$ cat src/rtl/sipo_frame_rx_pkg.sv
// Shared definitions for the framed serial receiver.
// State encoding and default width used by RTL and benches.
package sipo_frame_rx_pkg;

    typedef enum logic [1:0] {
        IDLE      = 2'd0,
        DATA      = 2'd1,
        STOP      = 2'd2,
        WAIT_HIGH = 2'd3
    } rx_state_t;

    localparam int DEF_WIDTH = 4;

endpackage

$ cat src/rtl/sipo_out_buf.sv
// Single-entry valid/ready output register.
// A load in the same cycle as a drain keeps the entry valid.
module sipo_out_buf
    import sipo_frame_rx_pkg::*;
#(
    parameter int WIDTH = DEF_WIDTH
) (
    input  logic             clk,
    input  logic             reset,
    input  logic             load,
    input  logic [WIDTH-1:0] din,
    input  logic             ready,
    output logic [WIDTH-1:0] dout,
    output logic             valid,
    output logic             full,
    output logic             drain
);

    assign full  = valid;
    assign drain = valid & ready;

    always_ff @(posedge clk or negedge reset) begin
        if (!reset) begin
            dout  <= '0;
            valid <= 1'b0;
        end else if (load) begin
            dout  <= din;
            valid <= 1'b1;
        end else if (drain) begin
            valid <= 1'b0;
        end
    end

endmodule

$ cat src/rtl/sipo_frame_rx.sv
// Framed serial-in, parallel-out receiver.
// Start bit, WIDTH data bits, stop bit; sampled on sin_en strobes.
module sipo_frame_rx
    import sipo_frame_rx_pkg::*;
#(
    parameter int WIDTH     = DEF_WIDTH,
    parameter bit LSB_FIRST = 1'b1
) (
    input  logic             clk,
    input  logic             reset,
    input  logic             sin,
    input  logic             sin_en,
    output logic [WIDTH-1:0] dout,
    output logic             dout_valid,
    input  logic             dout_ready,
    output logic             frame_err,
    output logic             overrun
);

    localparam int CW = $clog2(WIDTH + 1);
    localparam logic [CW-1:0] LAST = CW'(WIDTH - 1);

    rx_state_t        state, state_n;
    logic [CW-1:0]    cnt, cnt_n;
    logic [WIDTH-1:0] sreg, sreg_n, shifted;
    logic             load, ferr_n, ovr_n;
    logic             full, drain;

    always_comb begin
        if (LSB_FIRST) shifted = {sin, sreg[WIDTH-1:1]};
        else           shifted = {sreg[WIDTH-2:0], sin};
    end

    always_comb begin
        state_n = state;
        cnt_n   = cnt;
        sreg_n  = sreg;
        load    = 1'b0;
        ferr_n  = 1'b0;
        ovr_n   = 1'b0;
        if (sin_en) begin
            unique case (state)
                IDLE: begin
                    if (!sin) begin
                        state_n = DATA;
                        cnt_n   = '0;
                    end
                end
                DATA: begin
                    sreg_n = shifted;
                    cnt_n  = cnt + 1'b1;
                    if (cnt == LAST) state_n = STOP;
                end
                STOP: begin
                    if (sin) begin
                        state_n = IDLE;
                        if (!full || drain) load  = 1'b1;
                        else                ovr_n = 1'b1;
                    end else begin
                        state_n = WAIT_HIGH;
                        ferr_n  = 1'b1;
                    end
                end
                WAIT_HIGH: begin
                    // a low line here is still the broken frame, not a start
                    if (sin) state_n = IDLE;
                end
                default: state_n = IDLE;
            endcase
        end
    end

    always_ff @(posedge clk or negedge reset) begin
        if (!reset) begin
            state     <= IDLE;
            cnt       <= '0;
            sreg      <= '0;
            frame_err <= 1'b0;
            overrun   <= 1'b0;
        end else begin
            state     <= state_n;
            cnt       <= cnt_n;
            sreg      <= sreg_n;
            frame_err <= ferr_n;
            overrun   <= ovr_n;
        end
    end

    sipo_out_buf #(.WIDTH(WIDTH)) u_buf (
        .clk   (clk),
        .reset (reset),
        .load  (load),
        .din   (sreg),
        .ready (dout_ready),
        .dout  (dout),
        .valid (dout_valid),
        .full  (full),
        .drain (drain)
    );

endmodule

$ cat config.mk
export PLATFORM = sky130hd
export DESIGN_NAME = sipo_frame_rx
export DESIGN_NICKNAME = d
export VERILOG_FILES = /design/src/rtl/sipo_frame_rx_pkg.sv /design/src/rtl/sipo_out_buf.sv /design/src/rtl/sipo_frame_rx.sv
export SDC_FILE = /design/constraint.sdc
export NUM_CORES = 1
export LEC_CHECK = 0
export CORE_AREA = 8 8 45 47
export CTS_BUF_LIST = sky130_fd_sc_hd__clkbuf_2 sky130_fd_sc_hd__clkbuf_4 sky130_fd_sc_hd__clkbuf_8
export DETAILED_ROUTE_END_ITERATION = 12
export DIE_AREA = 0 0 53 55
export DONT_BUFFER_PORTS = 1
export HOLD_SLACK_MARGIN = 0.02
export PLACE_DENSITY_LB_ADDON = 0.05
export SLEW_MARGIN = 40
export SYNTH_ARGS = -nofsm -noshare
export SYNTH_HDL_FRONTEND = slang
export SYNTH_SLANG_ARGS = --single-unit
$ cat constraint.sdc
create_clock -name clk -period 3.2 [get_ports clk]
set_input_delay 0.16 -clock clk [delete_from_list [all_inputs] [get_ports clk]]
set_output_delay 0.16 -clock clk [all_outputs]
set_load 0.01 [all_outputs]
Word level (Yosys, flattened, before mapping). Index checks and enable logic that the tools add are counted. W data, S select, Z words.

Register bits: 16. Output and inout port bits: 7. Input bits: 5. Word-level logic and storage cells: 44.

Eq/ne operators: 7. Add/sub/neg operators: 1. Bitwise logic cells: 1. Reduce and logical (&&, ||, !) cells: 8. Mux-type cells: 20.

Operator list (count): $mux W1 (13); $mux W2 (4); $pmux W2 S4 (1); $ne A2 B2 Y1 const B (3); $pmux W3 S2 (1); $eq A2 B2 Y1 const B (2); $reduce_and A4 Y1 (1); $reduce_bool A2 Y1 (2); $add A3 B1 Y3 const B (1); $eq A3 B2 Y1 const B (1); $mux W3 (1); $reduce_and A3 Y1 (1); $eq A2 B1 Y1 const B (1); $logic_not A2 Y1 (1); $reduce_and A2 Y1 (1); $and A1 B1 Y1 (1); $logic_not A1 Y1 (1); $logic_or A1 B1 Y1 (1).

Logic depth before layout (Yosys ltp). Gate-level depths: netlist of the first run.

Word-level depth: 7. Mapped depth: 3. Depth with buffers taken out: 3.

Cells and area by module. A second synthesis of the first run with hierarchy kept.

Cells, all modules: 50. Area, all modules: 679.4 µm².

By module, submodules not included: sipo_frame_rx (instances 1, cells an instance 37, seq. area each 275.3 µm², area each 483.0 µm²); sipo_out_buf (instances 1, cells an instance 13, seq. area each 125.1 µm², area each 196.4 µm²).

Worst setup path after synthesis of the first run. No wires, ideal clock.

Kind: register to register. From: register state[0]. To: register u_buf.dout[0]. Slack: 1891 ps. Buffers on the path: 0. Data required time: 3075 ps. Setup time: 125 ps. Period minus slack after synthesis: 1309 ps. Cell stages (with the launch flop): 4. Arrival: 1185 ps. Cells stage by stage: dfrtp_1 > nand4b_1 > nor2b_4 > mux2_2.

Word-level cells in the longest chain between the ends: 3.

RTL lines: start: declaration (line sipo_frame_rx.sv:23) `rx_state_t state, state_n;`; start signal: assignment (line sipo_frame_rx.sv:81) `state <= state_n;`; $eq A2 B2 Y1 (line sipo_frame_rx.sv:42) `unique case (state)`; $mux W1 (line sipo_frame_rx.sv:42); $mux W1 (line sipo_frame_rx.sv:41) `if (sin_en) begin`; end signal: assignment (line sipo_out_buf.sv:27) `dout <= din;`; end: declaration (line sipo_out_buf.sv:13) `output logic [WIDTH-1:0] dout,`.

Every way passes these cells. A chain may end at the register's enable or synchronous reset.

Worst setup path in the final report of the first run.
From: register state[0]. To: register u_buf.dout[2].

The elaborated chain is that of the path after synthesis.

==> impl_metrics.csv, run 1 <==
group,metric,value,unit
timing,setup_tns,0,ns
timing,min_period,1.41,ns
grt,grt_pass1_vias,410,
finish,area_growth,14.1,%
grt,grt_max_degree,17,
finish,num-nets-final,65,
setup_path,end_kind,"register",
floorplanning,die_x,53,um
timing,grt_setup_unrepaired,"no",
finish,drive_above_1_share,24.6,%
setup_path,critical_path_arrival,1.58,ns
setup_path,critPathTopFamily,"simple AND/OR/NAND/NOR gates",
timing,tightest_slew,0.376,ns
setup_path,worst_ep_required_time,3.37,ns
finish,fin_cells,73,
pwr,pwr-share-clk,20.6,%
timing,period_share,44.0,%
timing,hold_viol,0,
finish,fin_util,53.3,%
setup_path,critPathMaxStageDelay,0.45,ns
route,drcViolationCount,0,
pwr,power.leakage,0.364,nW
outcome,status,"complete, no violations",
route,firstDrtPassIters,4,
place,dp.cells,65,
floorplanning,initial_core_util,46.7,%
route,drt_wl_total,1.15,mm
synth,ys_seq_area_share,61.9,%
route,first_iter_violations,8,
setup_path,reg2regPathDepth,3,
setup_path,timing.rr.end,"u_buf.dout[2]",
setup_path,critPathBufInv,0,
synth,ys_types,15,
timing,slew_headroom,74.7,%
worst_hold_path,hold_path_class,"input port to register",
grt,grt_first_pass_wirelength,1.88,mm
finish,diodes,0,
pwr,power_density,839,nW/um2
clocking,cts_sinks,16,
synth,ys_ff_latch,16,
floorplanning,num_rows,14,
route,detail_route.wl_per_cell,15.8,um
setup_path,rrSetupSlack,1.79,ns
place,numPortBuffers,0,
route,postRouteAntennaNets,0,
pwr,p_sw,190,uW
pwr,p_int,429,uW
floorplanning,die-area,2920,um2
finish,layout_commonest_cell,"dfrtp_1",
clocking,ctsResizeCount,0,
setup_path,critPathKind,"register to register",
grt,grtUsageTotal,9.10,%
setup_path,r2r-start,"state[0]",
timing,skew,0.00522,ns
timing,final-max-slew-violation-count,0,
grt,gr-total-overflow,0,
synth,syn_nets,56,
timing,fmax,0.710,GHz
clocking,cts.path.max_buffers,2,
floorplanning,io_pins,12,
synth,synth_warnings,0,
setup_path,path_cells,"nand4b_1 > nor2b_4 > mux2_2",
pwr,peakVddDrop,0.383,mV
timing,finalSetupViolCount,0,
pwr,seqPwrFrac,54.9,%
clocking,clkLatencyLatePin,0.28,ns
synth,synthCells,49,
worst_hold_path,holdPathStages,2,
setup_path,start_kind,"register",
clocking,numCtsBuffers,3,
clocking,clk_pin_slew,0.09,ns
pwr,power_switching_share,30.6,%
place,place_congestion,0.666,
setup_path,slowest_stage,"dfrtp_1",
job,drv_cap,0,
worst_hold_path,min_from,"sin_en",
grt,antenna_found_initial,0,
place,placed_area,667,um2
clocking,cts_tree,"done",
floorplanning,core-area,1380,um2
finish,final_cell_area,738,um2
route,vias,410,
setup_path,critPathMaxFanout,7,
synth,syn_area_per_cell,13.2,um2
pwr,combPwrFrac,24.5,%
finish,layout_common_cells,"dfrtp_1 (16), mux2_2 (8), nand2_1 (6)",
floorplanning,die_h,55,um
clocking,cts-root-buf,"clkbuf_4",
setup_path,cp-startpoint,"state[0]",
place,dpl.hpwl,871,um
synth,syn_area,647,um2
clocking,htreeDepth,1,
route,viasPerCell,5.62,
worst_hold_path,min_to,"state[0]",
==> kinds of logic after synthesis <==
group                    Yosys count  synth area share (%)
flip-flops                        16                  61.9
AND/OR/NAND/NOR                   14                  11.4
multiplexers                       8                  13.9
AO/OA/AOI/OAI                      7                  7.74
buffers and inverters              2                  1.16
adder cells (fa/ha/maj)            2                  3.87
==> how the worst max path moves through the flow <==
stage	depth (start not counted)	slack (ns)	to
after detailed placement	3	1.79	u_buf.dout[3]
after floorplan	3	1.89	u_buf.dout[0]
after global routing	3	1.71	u_buf.dout[3]
final	3	1.79	u_buf.dout[2]
after CTS	3	1.78	u_buf.dout[3]
after global placement	3	1.84	u_buf.dout[1]
==> routing by layer <==
layer  track usage, %  up-vias  share of wire (%)
li1                 -      192                  -
met1             9.37      204                 39
met5                0        -                  0
met4             6.90        0                  0
met3             4.28        0                 11
met2             14.3       14                 50
==> power groups by stage <==
stage	clock network [mW]	registers (mW)	logic [mW]
3_5_place_dp	0	0.346	0.147
6_report	0.127	0.340	0.152
5_1_grt	0.146	0.351	0.171
4_1_cts	0.134	0.341	0.155
2_1_floorplan	0	0.327	0.121
3_3_place_gp	0	0.340	0.136
==> state kept, by name (all words and copies together) (netlist names) <==
signal / cells
sreg: 4
u_buf.dout: 4
cnt: 3
state: 2
frame_err: 1
overrun: 1
u_buf.full: 1
==> through the flow <==
stage / hold slack [ns] / power (mW) / worst slack, ns
global route: 0.0469 / 0.668 / 1.71
detailed placement: -0.135 / 0.493 / 1.79
CTS: 0.0261 / 0.630 / 1.78
finish: 0.0363 / 0.619 / 1.79
floorplan: -0.136 / 0.448 / 1.89
global placement: -0.135 / 0.476 / 1.84
==> worst reg2reg max path: cells and delay by family, from the launching register on <==
family	cells	cell delay, ns
flip-flops	1	0.45
multiplexers	1	0.34
AND/OR/NAND/NOR	2	0.51
==> timing repair <==
| item | in CTS | in global routing |
|---|---|---|
| hold endpoints to repair | 18 | 16 |
| setup buffers | 0 | 0 |
| hold buffers | 3 | 1 |
==> synthesized netlist by cell type <==
library cell	n	area (um2)
a221oi_1	1	8.76
a22o_1	2	17.5
dfrtp_1	16	400
ha_1	2	25.0
inv_1	2	7.51
mux2_2	8	90.1
nand2_1	6	22.5
nand2b_1	1	6.26
nand4b_1	1	8.76
nor2_1	3	11.3
nor2b_1	1	6.26
nor2b_4	1	13.8
nor3_1	1	5.00
o21ai_0	3	15.0
o2bb2ai_1	1	8.76
==> final cells by class <==
type	count	area, um2
timing repair buffer	4	35.0
multi-input combinational	31	239
tap	16	20.0
sequential	16	400
clock buffer	4	36.3
inverter	2	7.51
fill	113	646
No activity file was read; power rests on OpenSTA's default activity.
==> run 2: changes to the inputs <==
Clock period 3.2 ns to 1.32 ns, I/O delays scaled along.
==> impl_metrics.csv, run 2 (synthesis results as in run 1) <==
group,metric,value,unit
outcome,status,"complete, no violations",
route,drt_wl_total,1.18,mm
grt,grt_max_degree,17,
place,dpl.hpwl,869,um
timing,fmax,0.776,GHz
setup_path,critPathKind,"register to register",
finish,fin_cells,76,
clocking,cts.path.max_buffers,2,
timing,grt_setup_unrepaired,"yes",
finish,fin_util,55.0,%
finish,layout_common_cells,"dfrtp_1 (15), mux2_2 (8), nand2_1 (6), dlygate4sd3_1 (4), buf_4 (4)",
timing,skew,0.00313,ns
timing,slew_headroom,53.8,%
finish,num-nets-final,69,
route,first_iter_violations,10,
finish,diodes,0,
floorplanning,die_x,53,um
floorplanning,initial_core_util,46.7,%
finish,reg_top3,"sreg: 4 flops, u_buf.dout: 4 flops, cnt: 3 flops",
route,vias,429,
clocking,htreeDepth,1,
place,dp.cells,68,
clocking,cts_tree,"done",
setup_path,worst_ep_required_time,1.49,ns
clocking,clk_pin_slew,0.08,ns
timing,final-max-slew-violation-count,0,
setup_path,critPathMaxFanout,4,
timing,min_period,1.29,ns
finish,layout_commonest_cell,"dfrtp_1",
floorplanning,die-area,2920,um2
clocking,cts_sinks,16,
worst_hold_path,hold_path_class,"input port to register",
timing,tightest_slew,0.690,ns
route,postRouteAntennaNets,0,
pwr,power.leakage,0.370,nW
floorplanning,num_rows,14,
route,viasPerCell,5.64,
finish,fillCellCount,117,
grt,grt_first_pass_wirelength,2.01,mm
setup_path,end_kind,"register",
pwr,peakVddDrop,0.720,mV
place,numPortBuffers,0,
setup_path,start_kind,"register",
floorplanning,core-area,1380,um2
job,drv_cap,0,
clocking,numCtsBuffers,3,
grt,grt_pass1_vias,438,
route,drcViolationCount,0,
finish,area_growth,17.6,%
timing,setup_tns,0,ns
grt,grtUsageTotal,9.71,%
place,place_congestion,0.669,
finish,drive_above_1_share,28.3,%
grt,gr-total-overflow,0,
setup_path,reg2regPathDepth,3,
floorplanning,io_pins,12,
route,firstDrtPassIters,4,
floorplanning,die_h,55,um
clocking,clkLatencyLatePin,0.28,ns
pwr,power_density,1950,nW/um2
route,detail_route.wl_per_cell,15.5,um
timing,finalSetupViolCount,0,
worst_hold_path,holdPathStages,3,
clocking,cts-root-buf,"clkbuf_4",
timing,period_share,97.6,%
pwr,power,1.48,mW
setup_path,critical_path_arrival,1.45,ns
grt,antenna_found_initial,0,
timing,hold_viol,0,
-- run 2: routing by layer --
| layer | track usage [%] | wire length [um] |
|---|---|---|
| met3 | 3.74 | 155 |
| met5 | 0 | 0 |
| met4 | 7.76 | 28 |
| met1 | 11.1 | 442 |
| met2 | 14.3 | 549 |
-- run 2: area by class of cell --
cell class,instances,area [um2],area share (%)
repair buffers,8,70.1,9.21
well taps,16,20.0,2.63
inverters,2,7.51,0.987
multi-input cells,31,239,31.4
clock buffers,3,22.5,2.96
flip-flops and latches,16,402,52.8
-- run 2: worst paths after layout --
| kind | start | endpoint | slack [ns] |
|---|---|---|---|
| setup / recovery | state[0] | u_buf.dout[3] | 0.03 |
| hold / removal | sin_en | sreg[3] | 0.19 |
| setup reg to reg | state[0] | u_buf.dout[3] | 0.03 |
| hold reg to reg | sreg[0] | sreg[0] | 0.52 |
| max in group asynchronous | reset | state[1] | 0.57 |
| min in group asynchronous | reset | u_buf.dout[1] | 0.27 |
-- run 2: report_power, final --
group	switching, mW	leakage (nW)	total, mW	internal (mW)
logic	0.183	0.150	0.429	0.246
clock network	0.136	0.0138	0.242	0.106
registers	0.144	0.206	0.812	0.668
total	0.462	0.370	1.48	1.02
-- run 2: what timing repair did --
action,4_1_cts,5_1_grt
gates resized for setup,0,1
hold buffers,4,0
setup endpoints to repair,0,4
buffers inserted,0,1
hold endpoints to repair,22,0
-- run 2: through the flow --
stage | worst slack (ns) | hold WS [ns] | cell area (um2)
2_1_floorplan | 0.0107 | -0.230 | 647
3_3_place_gp | 0.0715 | -0.229 | 689
3_5_place_dp | 0.0291 | -0.229 | 689
4_1_cts | 0.0206 | 0.121 | 752
5_1_grt | -0.0316 | 0.208 | 761
6_report | 0.0321 | 0.189 | 761
-- run 2: worst max-delay path: stages, from the launching register on --
cell	delay, ns
dfrtp_1	0.38
nand4b_1	0.25
nor2b_4	0.20
mux2_2	0.35
==> run 3: changes to the inputs <==
Settings changed: PLACE_DENSITY set to 0.7, PLACE_DENSITY_LB_ADDON 0.05 to unset, SETUP_SLACK_MARGIN set to 0.3.
==> impl_metrics.csv, run 3 (synthesis results as in run 1) <==
group,metric,value,unit
clocking,cts.path.max_buffers,2,
finish,reg_top3,"sreg: 4 flops, u_buf.dout: 4 flops, cnt: 3 flops",
clocking,cts-root-buf,"clkbuf_4",
timing,tightest_slew,0.350,ns
grt,grt_max_degree,17,
outcome,violations,"negative hold slack, negative setup slack",
finish,num-nets-final,78,
timing,finalSetupViolCount,4,
finish,final-seq-area,400,um2
route,drt_wl_total,1.49,mm
timing,grt_setup_unrepaired,"yes",
pwr,p_sw,671,uW
pwr,p_int,1.37,mW
route,drcViolationCount,0,
floorplanning,initial_core_util,46.7,%
pwr,power_density,2150,nW/um2
finish,fin_cells,86,
floorplanning,die-area,2920,um2
floorplanning,num_rows,14,
pwr,power.leakage,0.465,nW
route,detail_route.wl_per_cell,17.4,um
clocking,clkLatencyLatePin,0.29,ns
clocking,numCtsBuffers,3,
timing,hold_ws,-0.0106,ns
place,dp.cells,69,
finish,fillCellCount,88,
place,placed_area,718,um2
pwr,seqPwrFrac,40.7,%
grt,grtUsageTotal,10.3,%
floorplanning,die_h,55,um
setup_path,start_kind,"register",
place,dpl.hpwl,853,um
finish,layout_commonest_cell,"dfrtp_1",
job,drv_cap,0,
finish,final_cell_area,947,um2
pwr,power,2.04,mW
pwr,power_switching_share,32.9,%
floorplanning,io_pins,12,
route,vias,479,
finish,layout_common_cells,"dfrtp_1 (16), buf_4 (9), mux2_4 (7), dlygate4sd3_1 (4)",
route,firstDrtPassIters,2,
finish,area_growth,46.4,%
finish,fin_util,68.4,%
setup_path,critical_path_arrival,1.52,ns
setup_path,path_cells,"nand4b_1 > nor2b_4 > mux2_4",
timing,min_period,1.34,ns
timing,slew_headroom,76.6,%
timing,fmax,0.748,GHz
grt,antenna_found_initial,0,
timing,period_share,101,%
finish,drive_above_1_share,54.3,%
pwr,combPwrFrac,42.9,%
route,viasPerCell,5.57,
route,first_iter_violations,3,
route,postRouteAntennaNets,0,
clocking,cts_sinks,16,
pwr,peakVddDrop,1.33,mV
grt,grt_first_pass_wirelength,2.17,mm
place,numPortBuffers,0,
worst_hold_path,hold_path_class,"input port to register",
setup_path,slowest_stage,"dfrtp_1",
grt,gr-total-overflow,0,
place,place_congestion,0.715,
setup_path,critPathKind,"register to register",
timing,skew,0.00549,ns
setup_path,end_kind,"register",
floorplanning,core-area,1380,um2
finish,diodes,0,
timing,final-max-slew-violation-count,0,
pwr,pwr-share-clk,16.3,%
floorplanning,die_x,53,um
setup_path,critPathMaxFanout,4,
setup_path,critPathMaxStageDelay,0.40,ns
setup_path,worst_ep_required_time,1.50,ns
grt,grt_pass1_vias,501,
finish,multiInputGateArea,337,um2
timing,hold_viol,2,
outcome,status,"complete, but fails checks",
timing,fin_ws,-0.0168,ns
clocking,htreeDepth,1,
clocking,cts_tree,"done",
clocking,clk_pin_slew,0.10,ns
run 3: changes by cell type in the layout (fill, tap and decap cells not counted), sizes merged:
| cell | before | now |
|---|---|---|
| buf | 4 | 13 |
| clkbuf | 3 | 4 |
run 3: per-stage QoR:
| step | setup WS, ns | setup TNS [ns] | hold slack [ns] |
|---|---|---|---|
| finish | -0.0168 | -0.0326 | -0.0106 |
| floorplan | 0.0107 | 0 | -0.230 |
| CTS | 0.0405 | 0 | -0.0209 |
| detailed placement | 0.0479 | 0 | -0.229 |
| global route | -0.0487 | -0.163 | -0.0185 |
| global placement | 0.0689 | 0 | -0.229 |
run 3: power groups by stage:
stage / combinational (mW) / sequential, mW / clock, mW
6_report: 0.875 / 0.830 / 0.333
5_1_grt: 0.946 / 0.857 / 0.361
4_1_cts: 0.660 / 0.809 / 0.336
3_5_place_dp: 0.480 / 0.820 / 0
3_3_place_gp: 0.452 / 0.820 / 0
2_1_floorplan: 0.333 / 0.793 / 0
run 3: timing repair:
item,in CTS,in global routing
setup endpoints to repair,13,15
resized for setup,9,17
hold buffers,3,2
pin swaps,0,2
endpoints found under the hold margin,22,19
buffers inserted,5,3
run 3: per-layer routing:
metal,track usage [%],wire (um),up-vias,part of all wire [%]
met1,11.3,604,251,40
met4,6.47,32,0,2.1
met2,17.2,767,10,51
met5,0,0,-,0
li1,-,-,213,-
met3,3.21,89,5,6.0
run 3: worst paths after layout:
| path | from | cells after the start | to | slack (ns) |
|---|---|---|---|---|
| setup / recovery | state[0] | 3 | u_buf.dout[3] | -0.02 |
| hold / removal | dout_ready | 2 | overrun | -0.01 |
| setup reg to reg | state[0] | 3 | u_buf.dout[3] | -0.02 |
| hold reg to reg | cnt[2] | 1 | cnt[2] | 0.50 |
| max in group asynchronous | reset | 2 | sreg[3] | 0.86 |
| min in group asynchronous | reset | 2 | overrun | 0.20 |
run 3: final cells by class:
type	count	share of cell area, %
sequential	16	42.3
multi-input combinational	31	35.5
timing repair buffer	17	15.5
clock buffer	4	3.83
tap	16	2.11
inverter	2	0.793
run 3: worst max-delay path: cells and delay by family, from the launching register on:
| family | cells | cell delay (ns) |
|---|---|---|
| multiplexers | 1 | 0.32 |
| flip-flops | 1 | 0.40 |
| AND/OR/NAND/NOR | 2 | 0.50 |
